$ cat config.mk
export PLATFORM = sky130hd
export DESIGN_NAME = tm1638_frame_scheduler_flat
export DESIGN_NICKNAME = d
export VERILOG_FILES = /design/src/rtl/tm1638_frame_scheduler_if.sv /design/src/rtl/tm1638_frame_scheduler.sv /design/src/flat_wrapper.sv
export SDC_FILE = /design/constraint.sdc
export NUM_CORES = 1
export LEC_CHECK = 0
export ABC_AREA = 0
export CAP_MARGIN = 20
export CORE_ASPECT_RATIO = 1.25
export CORE_UTILIZATION = 46
export DETAILED_ROUTE_END_ITERATION = 6
export GPL_ROUTABILITY_DRIVEN = 0
export GPL_TIMING_DRIVEN = 0
export PLACE_DENSITY = 0.76
export SETUP_SLACK_MARGIN = 0.3
export SLEW_MARGIN = 20
export SYNTH_ARGS = -nofsm -noshare
export SYNTH_HDL_FRONTEND = slang
export SYNTH_SLANG_ARGS = --single-unit
$ cat constraint.sdc
create_clock -name clk -period 2.2 [get_ports clk]
set_input_delay 0.66 -clock clk [delete_from_list [all_inputs] [get_ports clk]]
set_output_delay 0.66 -clock clk [all_outputs]
set_load 0.1 [all_outputs]
$ cat src/rtl/tm1638_frame_scheduler_if.sv
// Byte-level link between the TM1638 frame scheduler
// and the SIO shifter that clocks bytes onto the pins.
interface tm1638_frame_scheduler_if;
  logic       byte_valid;
  logic       byte_ready;
  logic [7:0] byte_data;
  logic       byte_read;
  logic       byte_last;
  logic       rd_valid;
  logic [7:0] rd_data;

  modport master (
    output byte_valid, byte_data, byte_read, byte_last,
    input  byte_ready, rd_valid, rd_data
  );

  modport slave (
    input  byte_valid, byte_data, byte_read, byte_last,
    output byte_ready, rd_valid, rd_data
  );
endinterface

$ cat src/rtl/tm1638_frame_scheduler.sv
// TM1638 refresh sequencer: mode, display write, control,
// then a 4-byte key scan, repeated at a fixed tick rate.
module tm1638_frame_scheduler #(
  parameter int clk_mhz        = 27,
  parameter int w_digit        = 8,
  parameter int refresh_cycles = 27000
) (
  input  logic                 clk,
  input  logic                 rst,
  input  logic [w_digit*8-1:0] segs,
  input  logic [7:0]           leds,
  input  logic [2:0]           brightness,
  input  logic                 display_on,
  tm1638_frame_scheduler_if.master bus,
  output logic [7:0]           keys,
  output logic                 keys_valid,
  output logic                 busy
);

  if (refresh_cycles < 64 || clk_mhz < 1 ||
      w_digit < 1 || w_digit > 8) begin : g_bad_param
    $error("tm1638_frame_scheduler: bad parameters");
  end

  localparam int cw = $clog2(refresh_cycles);

  typedef enum logic [3:0] {
    IDLE, MODE, ADDR, DATA, DISP,
    KCMD, KRD, KWAIT, DONE
  } state_t;

  state_t     state, state_n;
  logic [cw-1:0] cnt;
  logic       tick;
  logic       pend;
  logic       go;
  logic [3:0] idx;
  logic [63:0] seg_q;
  logic [7:0] leds_q;
  logic [2:0] br_q;
  logic       on_q;
  logic [2:0] rd_lo;
  logic [2:0] rd_hi;
  logic       bv;
  logic [7:0] bd;
  logic       brd;
  logic       bl;
  logic       xfer;

  assign tick = (cnt == cw'(refresh_cycles - 1));
  assign go   = tick | pend;
  assign xfer = bv & bus.byte_ready;

  // tick timer, pending flag, snapshot, byte index, key capture
  always_ff @(posedge clk or negedge rst) begin
    if (!rst) begin
      cnt    <= '0;
      pend   <= 1'b0;
      state  <= IDLE;
      idx    <= '0;
      seg_q  <= '0;
      leds_q <= '0;
      br_q   <= '0;
      on_q   <= 1'b0;
      rd_lo  <= '0;
      rd_hi  <= '0;
      keys   <= '0;
    end else begin
      cnt   <= tick ? '0 : cnt + 1'b1;
      state <= state_n;
      if (state == IDLE)
        pend <= 1'b0;
      else if (tick)
        pend <= 1'b1;
      if (state == IDLE && go) begin
        seg_q  <= 64'(segs);
        leds_q <= leds;
        br_q   <= brightness;
        on_q   <= display_on;
      end
      if (state == ADDR || state == KCMD)
        idx <= '0;
      else if (state == DATA && xfer)
        idx <= idx + 1'b1;
      else if (state == KWAIT && bus.rd_valid)
        idx <= idx + 1'b1;
      if (state == KWAIT && bus.rd_valid) begin
        rd_lo <= {bus.rd_data[0], rd_lo[2:1]};
        rd_hi <= {bus.rd_data[4], rd_hi[2:1]};
        if (idx[1:0] == 2'd3)
          keys <= {bus.rd_data[4], rd_hi,
                   bus.rd_data[0], rd_lo};
      end
    end
  end

  // next state and the byte presented in each state
  always_comb begin
    state_n = state;
    bv      = 1'b0;
    bd      = 8'h00;
    brd     = 1'b0;
    bl      = 1'b0;
    unique case (state)
      IDLE: if (go) state_n = MODE;
      MODE: begin
        bv = 1'b1;
        bd = 8'h40;
        bl = 1'b1;
        if (bus.byte_ready) state_n = ADDR;
      end
      ADDR: begin
        bv = 1'b1;
        bd = 8'hC0;
        if (bus.byte_ready) state_n = DATA;
      end
      DATA: begin
        bv = 1'b1;
        bd = idx[0] ? {7'b0, leds_q[idx[3:1]]}
                    : seg_q[{idx[3:1], 3'b000} +: 8];
        bl = (idx == 4'd15);
        if (bus.byte_ready && idx == 4'd15)
          state_n = DISP;
      end
      DISP: begin
        bv = 1'b1;
        bd = on_q ? {5'b10001, br_q} : 8'h80;
        bl = 1'b1;
        if (bus.byte_ready) state_n = KCMD;
      end
      KCMD: begin
        bv = 1'b1;
        bd = 8'h42;
        if (bus.byte_ready) state_n = KRD;
      end
      KRD: begin
        bv  = 1'b1;
        brd = 1'b1;
        bl  = (idx[1:0] == 2'd3);
        if (bus.byte_ready) state_n = KWAIT;
      end
      KWAIT: begin
        if (bus.rd_valid)
          state_n = (idx[1:0] == 2'd3) ? DONE : KRD;
      end
      DONE: state_n = IDLE;
      default: state_n = IDLE;
    endcase
  end

  assign bus.byte_valid = bv;
  assign bus.byte_data  = bd;
  assign bus.byte_read  = brd;
  assign bus.byte_last  = bl;
  assign keys_valid     = (state == DONE);
  assign busy           = (state != IDLE);

endmodule
$ cat src/flat_wrapper.sv
// flat-port wrapper written by rule: the top's interface ports become plain ports
module tm1638_frame_scheduler_flat 
#(
  parameter int clk_mhz        = 27,
  parameter int w_digit        = 8,
  parameter int refresh_cycles = 27000
)
  (clk, rst, segs, leds, brightness, display_on, keys, keys_valid, busy, bus_byte_valid, bus_byte_data, bus_byte_read, bus_byte_last, bus_byte_ready, bus_rd_valid, bus_rd_data);
  tm1638_frame_scheduler_if bus_i ();
  input  logic clk;
  input  logic rst;
  input  logic [w_digit*8-1:0] segs;
  input  logic [7:0] leds;
  input  logic [2:0] brightness;
  input  logic display_on;
  output logic [7:0] keys;
  output logic keys_valid;
  output logic busy;
  output wire logic [$bits(bus_i.byte_valid)-1:0] bus_byte_valid;
  output wire logic [$bits(bus_i.byte_data)-1:0] bus_byte_data;
  output wire logic [$bits(bus_i.byte_read)-1:0] bus_byte_read;
  output wire logic [$bits(bus_i.byte_last)-1:0] bus_byte_last;
  input wire logic [$bits(bus_i.byte_ready)-1:0] bus_byte_ready;
  input wire logic [$bits(bus_i.rd_valid)-1:0] bus_rd_valid;
  input wire logic [$bits(bus_i.rd_data)-1:0] bus_rd_data;
  assign bus_byte_valid = bus_i.byte_valid;
  assign bus_byte_data = bus_i.byte_data;
  assign bus_byte_read = bus_i.byte_read;
  assign bus_byte_last = bus_i.byte_last;
  assign bus_i.byte_ready = bus_byte_ready;
  assign bus_i.rd_valid = bus_rd_valid;
  assign bus_i.rd_data = bus_rd_data;
  tm1638_frame_scheduler #(.clk_mhz(clk_mhz), .w_digit(w_digit), .refresh_cycles(refresh_cycles)) u_core (.clk(clk), .rst(rst), .segs(segs), .leds(leds), .brightness(brightness), .display_on(display_on), .bus(bus_i), .keys(keys), .keys_valid(keys_valid), .busy(busy));
endmodule
==> results of run 1 <==
[power by group through the flow]
stage | Clock [W] | Sequential, W | Combinational [W]
2_1_floorplan | 0 | 0.00285 | 0.00147
3_3_place_gp | 0 | 0.00243 | 0.00249
3_5_place_dp | 0 | 0.00244 | 0.00254
4_1_cts | 0.00305 | 0.00240 | 0.00304
5_1_grt | 0.00318 | 0.00244 | 0.00344
6_report | 0.00304 | 0.00242 | 0.00331
[stage by stage]
| stage | total power, W | worst slack [ns] | hold slack [ns] |
|---|---|---|---|
| after floorplan | 0.00432 | -0.189 | 0.364 |
| after global placement | 0.00492 | -3.78 | 0.463 |
| after detailed placement | 0.00498 | -1.20 | 0.474 |
| after CTS | 0.00850 | -0.700 | 0.197 |
| after global routing | 0.00905 | -0.758 | 0.216 |
| final | 0.00877 | -0.722 | 0.187 |
[sequential cells by signal, summed over array words and instances (netlist names), 3 cells and up]
| name | cells |
|---|---|
| u_core.br_q | 3 |
| u_core.rd_hi | 3 |
| u_core.cnt | 15 |
| u_core.rd_lo | 3 |
| u_core.keys | 8 |
| u_core.state | 4 |
| u_core.leds_q | 8 |
| u_core.seg_q | 64 |
| u_core.idx | 4 |
[final timing paths]
check / start / end / slack (ns) / cells past startpoint
worst max-delay path: u_core.idx[1] / bus_byte_data[1] / -0.72 / 7
min in group clk: u_core.keys[4] / u_core.keys[4] / 0.50 / 1
worst min register to register: u_core.keys[4] / u_core.keys[4] / 0.50 / 1
worst max register to register: u_core.state[0] / u_core.seg_q[56] / 0.07 / 9
max in group asynchronous: rst / u_core.idx[1] / 1.32 / 2
worst min-delay path: rst / u_core.cnt[10] / 0.19 / 1
[placed cells by master (no fill, tap or decap), types with 7 or more instances in the layout]
master | synthesis | layout
a21oi_1 | 7 | 7
buf_12 | 0 | 30
buf_16 | 0 | 10
buf_2 | 3 | 8
buf_4 | 3 | 31
buf_6 | 1 | 11
clkbuf_16 | 0 | 17
clkdlybuf4s50_1 | 0 | 80
dfrtp_1 | 114 | 109
mux2_2 | 50 | 14
mux2_4 | 0 | 76
mux2i_4 | 0 | 8
mux4_2 | 18 | 18
nand2_1 | 9 | 8
nand3_1 | 8 | 8
nor2_1 | 17 | 15
xnor2_1 | 9 | 9
[area by class of cell]
class	instances	share of cell area
Sequential cell	114	0.328
Clock inverter	13	0.0238
Timing Repair Buffer	157	0.214
Multi-Input combinational cell	233	0.326
Tap cell	135	0.0194
Buffer	21	0.0358
Clock buffer	19	0.0508
Inverter	5	0.00215
[layer usage]
metal,GRT usage,part of all wire,vias to the layer above
met1,0.314,0.39,2084
met5,0,0,-
met4,0.133,0.030,0
met3,0.0757,0.050,31
met2,0.491,0.53,154
li1,-,-,1737
[what timing repair did]
item	4_1_cts	5_1_grt
setup buffers	31	14
gates cloned	9	0
hold buffers	0	0
gates resized for setup	302	11
setup endpoints to repair	97	110
pin swaps	12	7
[kinds of logic after synthesis]
| kind of cell | after synthesis |
|---|---|
| buffers and inverters | 26 |
| and+or+nand+nor | 70 |
| muxes | 117 |
| DFF | 114 |
| adders and majority gates | 2 |
| xor gates and xnor gates | 14 |
| AOI/OAI and AO/OA | 30 |
[worst max-delay path: stages, from the launching register on]
cell and delay, ns:
dfrtp_2 0.44, buf_6 0.14, buf_16 0.12, buf_6 0.10, mux4_2 0.50, mux2i_4 0.24
o22ai_4 0.11, buf_12 0.18
[synthesized netlist by cell type (all sizes together)]
library cell  count  area, µm²
dfrtp           114       2850
mux2             90       1010
mux4             18        405
nor2             17       63.8
buf              13        116
mux2i             9       90.1
nand2             9       33.8
nand3             9       50.1
xnor2             9       78.8
clkbuf            8       30.0
a21oi             7       35.0
nand4             6       37.5
o21ai             6       30.0
inv               5       18.8
nor4              5       46.3
or3               5       36.3
xor2              5       43.8
nor3              4       20.0
nand4b            3       26.3
nor2b             3       18.8
o22ai             3       18.8
a211oi            2       15.0
a21boi            2       15.0
and2              2       12.5
and3              2       12.5
ha                2       25.0
nand2b            2       12.5
o22a              2       17.5
o2bb2ai           2       17.5
a211o             1       8.76
a21bo             1       10.0
a31oi             1       6.26
a32oi             1       8.76
and3b             1       8.76
and4bb            1       12.5
nor3b             1       7.51
o21a              1       8.76
o32ai             1       8.76
==> impl_metrics.json, run 1 <==
{
  "status": "complete, but fails checks",
  "violations": "design-rule violations, negative setup slack",
  "muxShareOfSynthArea": 0.286,
  "setup_viol": 12,
  "hold_violations": 0,
  "yosysSeqAreaShare": 0.541,
  "coreArea_um2": 11100,
  "p_per_area_nw_per_um2": 1010,
  "power.switching_w": 0.00306,
  "maxCapViolCount": 0,
  "dp_cells": 611,
  "fin_setup_tns_ns": -5.82,
  "synth_fp_nets": 463,
  "yosys.area_share.adder": 0.00474,
  "period_needed_ns": 2.92,
  "worstSetupEndpointType": "output port",
  "rsz0062_at_grt": "yes",
  "grt_pass1_wl_um": 24200,
  "drc": 16,
  "relSlewSlack": 0.673,
  "grt_overflow": 0,
  "tritoncts": "done",
  "cts_buffers": 17,
  "syn_inst": 373,
  "synth_xor_area_frac": 0.0233,
  "std_cell_rows": 43,
  "synth_top_family_by_area": "multiplexers",
  "antenna_cells": 0,
  "worstMarginPinSlew_ns": 0.491,
  "layout.nets": 639,
  "synth_cell_type_count": 46,
  "cts_sinks": 114,
  "startpoint_type": "flop",
  "clockPowerShare": 0.347,
  "synth-simple-area-share": 0.0757,
  "fin_worst_skew_ns": 0.00842,
  "io_pins": 109,
  "vias_per_cell": 5.75,
  "ir_worst_vdd_mv": 0.729,
  "fin_area_um2": 8710,
  "cp.arrival_ns": 2.26,
  "die_w_um": 97.8,
  "internal-power_w": 0.00571,
  "layoutNonFillerInstCount": 697,
  "yosys_warnings": 0,
  "cp_max_fo": 3,
  "numPortBuffers": 102,
  "htreeDepth": 4,
  "hpwlAfterDp_um": 8540,
  "leakagePower_nw": 3.78,
  "clk_pin_slew_ns": 0.06,
  "crit_required_ns": 1.54,
  "synth-seq-cells": 114,
  "detail_route.iter0.violations": 186,
  "p_sw_frac": 0.348,
  "critical_path_class": "flop to output port",
  "drive_gt1_frac": 0.489,
  "synthesis.area_um2": 5270,
  "fin_util": 0.782,
  "hold_path.class": "input pin to async pin",
  "syn_to_final_growth_pct": 65.2,
  "grt_usage": 0.278,
  "cts-root-buf": "clkbuf_16",
  "seqPwrFrac": 0.276,
  "clockBufferDepth": 2,
  "clock_latency_ns": 0.41,
  "die_area_um2": 11900,
  "num_vias": 4006,
  "comb_power_share": 0.378,
  "place_area_um2": 6700,
  "drt_wl_total_um": 16000,
  "max_freq_mhz": 342,
  "nFillCells": 606,
  "die-height_um": 122,
  "ant_nets": 0,
  "drv_slew": 0,
  "antenna_found_initial": 0,
  "grt_max_degree": 64,
  "finalCritPeriodShare": 1.33,
  "syn_avg_cell_area_um2": 14.1,
  "wl_per_cell_um": 22.9,
  "ff_latch_area_um2": 2860,
  "worst_slack_ns": -0.722,
  "synth_compound_area_frac": 0.0380,
  "start_util": 0.474,
  "grt_pass1_vias": 4384,
  "drtPass1Iterations": 7,
  "multi_input_area_um2": 2840
}
No activity file was read; power rests on OpenSTA's default activity.
==> inputs of run 2 (changes only) <==
CORE_UTILIZATION = 36   (was 46)
PLACE_DENSITY = default   (was 0.76)
==> impl_metrics.json, run 2 (synthesis results as in run 1) <==
{
  "status": "complete, but fails checks",
  "violations": "negative setup slack",
  "crit_slowest_cell": "mux4_2",
  "crit_path_max_incr_delay_ns": 0.54,
  "setup_viol": 12,
  "nFillCells": 1061,
  "htreeDepth": 4,
  "grt_overflow": 0,
  "grt_usage": 0.216,
  "startpoint_type": "flop",
  "crit_required_ns": 1.54,
  "fin_setup_tns_ns": -5.97,
  "cp_max_fo": 5,
  "regMostFlops": "u_core.seg_q",
  "die-height_um": 137,
  "mostFrequentLayoutCell": "dfrtp_1",
  "ctsHoldBuffers": 0,
  "reg2reg_from": "u_core.state[0]",
  "fin_area_um2": 8870,
  "tritoncts": "done",
  "vias_per_cell": 5.22,
  "final_cell_mix": "109 x dfrtp_1, 80 x clkdlybuf4s50_1, 76 x mux2_4, 33 x buf_4, 33 x buf_12",
  "grt_pass1_wl_um": 23500,
  "antenna_cells": 0,
  "clk_pin_slew_ns": 0.06,
  "detail_route.iter0.violations": 116,
  "rsz0062_at_grt": "yes",
  "syn_to_final_growth_pct": 68.3,
  "place_ws_ns": -1.26,
  "critical_path_class": "flop to output port",
  "grt_pass1_vias": 4298,
  "worst_slack_ns": -0.763,
  "numPortBuffers": 102,
  "path_cells": "buf_12 -> buf_6 -> buf_12 -> mux4_2 -> mux2i_4 -> o22ai_4 -> buf_12",
  "start_util": 0.368,
  "cts_buffers": 17,
  "wl_per_cell_um": 20.3,
  "drt_wl_total_um": 15300,
  "drc": 0,
  "std_cell_rows": 49,
  "startpoint": "u_core.idx[1]",
  "grt_max_degree": 70,
  "drv_slew": 0,
  "hold_path.class": "input pin to async pin",
  "io_pins": 109,
  "fin_util": 0.619,
  "relSlewSlack": 0.583,
  "cts-root-buf": "clkbuf_16",
  "worstSetupEndpointType": "output port",
  "path_buf_inv": 4,
  "die_area_um2": 15100,
  "layout.nets": 652,
  "max_freq_mhz": 338,
  "ant_nets": 0,
  "hpwlAfterDp_um": 9040,
  "fin_worst_skew_ns": 0.0173,
  "p_per_area_nw_per_um2": 963,
  "top_regs": "u_core.seg_q x64, u_core.cnt x15",
  "clockBufferDepth": 2,
  "num_vias": 3934,
  "cpMostUsedCell": "buf_12",
  "die_w_um": 110,
  "coreArea_um2": 14300,
  "ir_worst_vdd_mv": 1.08,
  "cts_sinks": 114,
  "worstMarginPinSlew_ns": 0.626,
  "whs_ns": 0.166,
  "maxCapViolCount": 0,
  "largest_reg_flops": 64,
  "leakagePower_nw": 3.85,
  "cp.arrival_ns": 2.30,
  "drtPass1Iterations": 4,
  "hold_violations": 0,
  "antenna_found_initial": 0,
  "finalCritPeriodShare": 1.35,
  "period_needed_ns": 2.96,
  "clock_latency_ns": 0.42,
  "drive_gt1_frac": 0.503,
  "place_area_um2": 6760,
  "path_delay_family": "multiplexers"
}
==> run 2: cell count changes in the layout (fill, tap and decap cells not counted), moves of 2 or more <==
cell | previous run | this run
nand2_1 | 8 | 6
clkinv_4 | 1 | 3
buf_12 | 30 | 33
buf_4 | 31 | 33
bufinv_16 | 5 | 2
buf_6 | 11 | 19
clkbuf_8 | 5 | 3
==> run 2: what timing repair did <==
item                       4_1_cts  5_1_grt
gates cloned                    10        0
resized for setup              300       28
buffers inserted                36       21
setup endpoints to repair      105       90
pin swaps                       12       12
==> run 2: layout make-up <==
cell class | count | area, µm² | area share
buffer | 21 | 322 | 0.0362
clock buffer | 20 | 457 | 0.0515
clock inverter | 12 | 133 | 0.0149
inverter | 5 | 18.8 | 0.00211
multi-input combinational | 233 | 2840 | 0.320
sequential | 114 | 2860 | 0.322
tap | 178 | 223 | 0.0251
timing repair buffer | 170 | 2020 | 0.228
==> run 2: through the flow <==
stage                     cells  total power, W
after CTS                   732         0.00830
after global placement      653         0.00496
after global routing        753         0.00888
after floorplan             373         0.00432
after detailed placement    654         0.00500
final                       753         0.00855
==> run 2: layer usage <==
| metal | part of all wire | up-vias | GRT usage |
|---|---|---|---|
| li1 | - | 1760 | - |
| met1 | 0.40 | 2029 | 0.253 |
| met2 | 0.52 | 113 | 0.363 |
| met3 | 0.048 | 32 | 0.0615 |
| met4 | 0.034 | 0 | 0.100 |
| met5 | 0 | - | 0 |
==> run 2: worst register-to-register path, delay by kind of cell (launching register included) <==
kind,cells,cell delay (ns)
and+or+nand+nor,1,0.31
AOI/OAI and AO/OA,1,0.16
muxes,1,0.30
DFF,1,0.43
buffers and inverters,5,0.69
==> run 2: worst paths after layout <==
| path | slack (ns) | end | depth (start not counted) |
|---|---|---|---|
| min in group clk | 0.50 | u_core.keys[5] | 1 |
| worst min-delay path | 0.17 | u_core.cnt[13] | 1 |
| worst max register to register | 0.18 | u_core.leds_q[7] | 8 |
| worst max-delay path | -0.76 | bus_byte_data[2] | 7 |
| max in group asynchronous | 1.30 | u_core.idx[2] | 2 |
| worst min register to register | 0.50 | u_core.keys[5] | 1 |
==> run 2: report_power, final <==
part,total [W],switching [W],internal [W]
Clock,0.00272,0.000993,0.00172
Sequential,0.00242,0.000138,0.00228
Combinational,0.00342,0.00190,0.00152
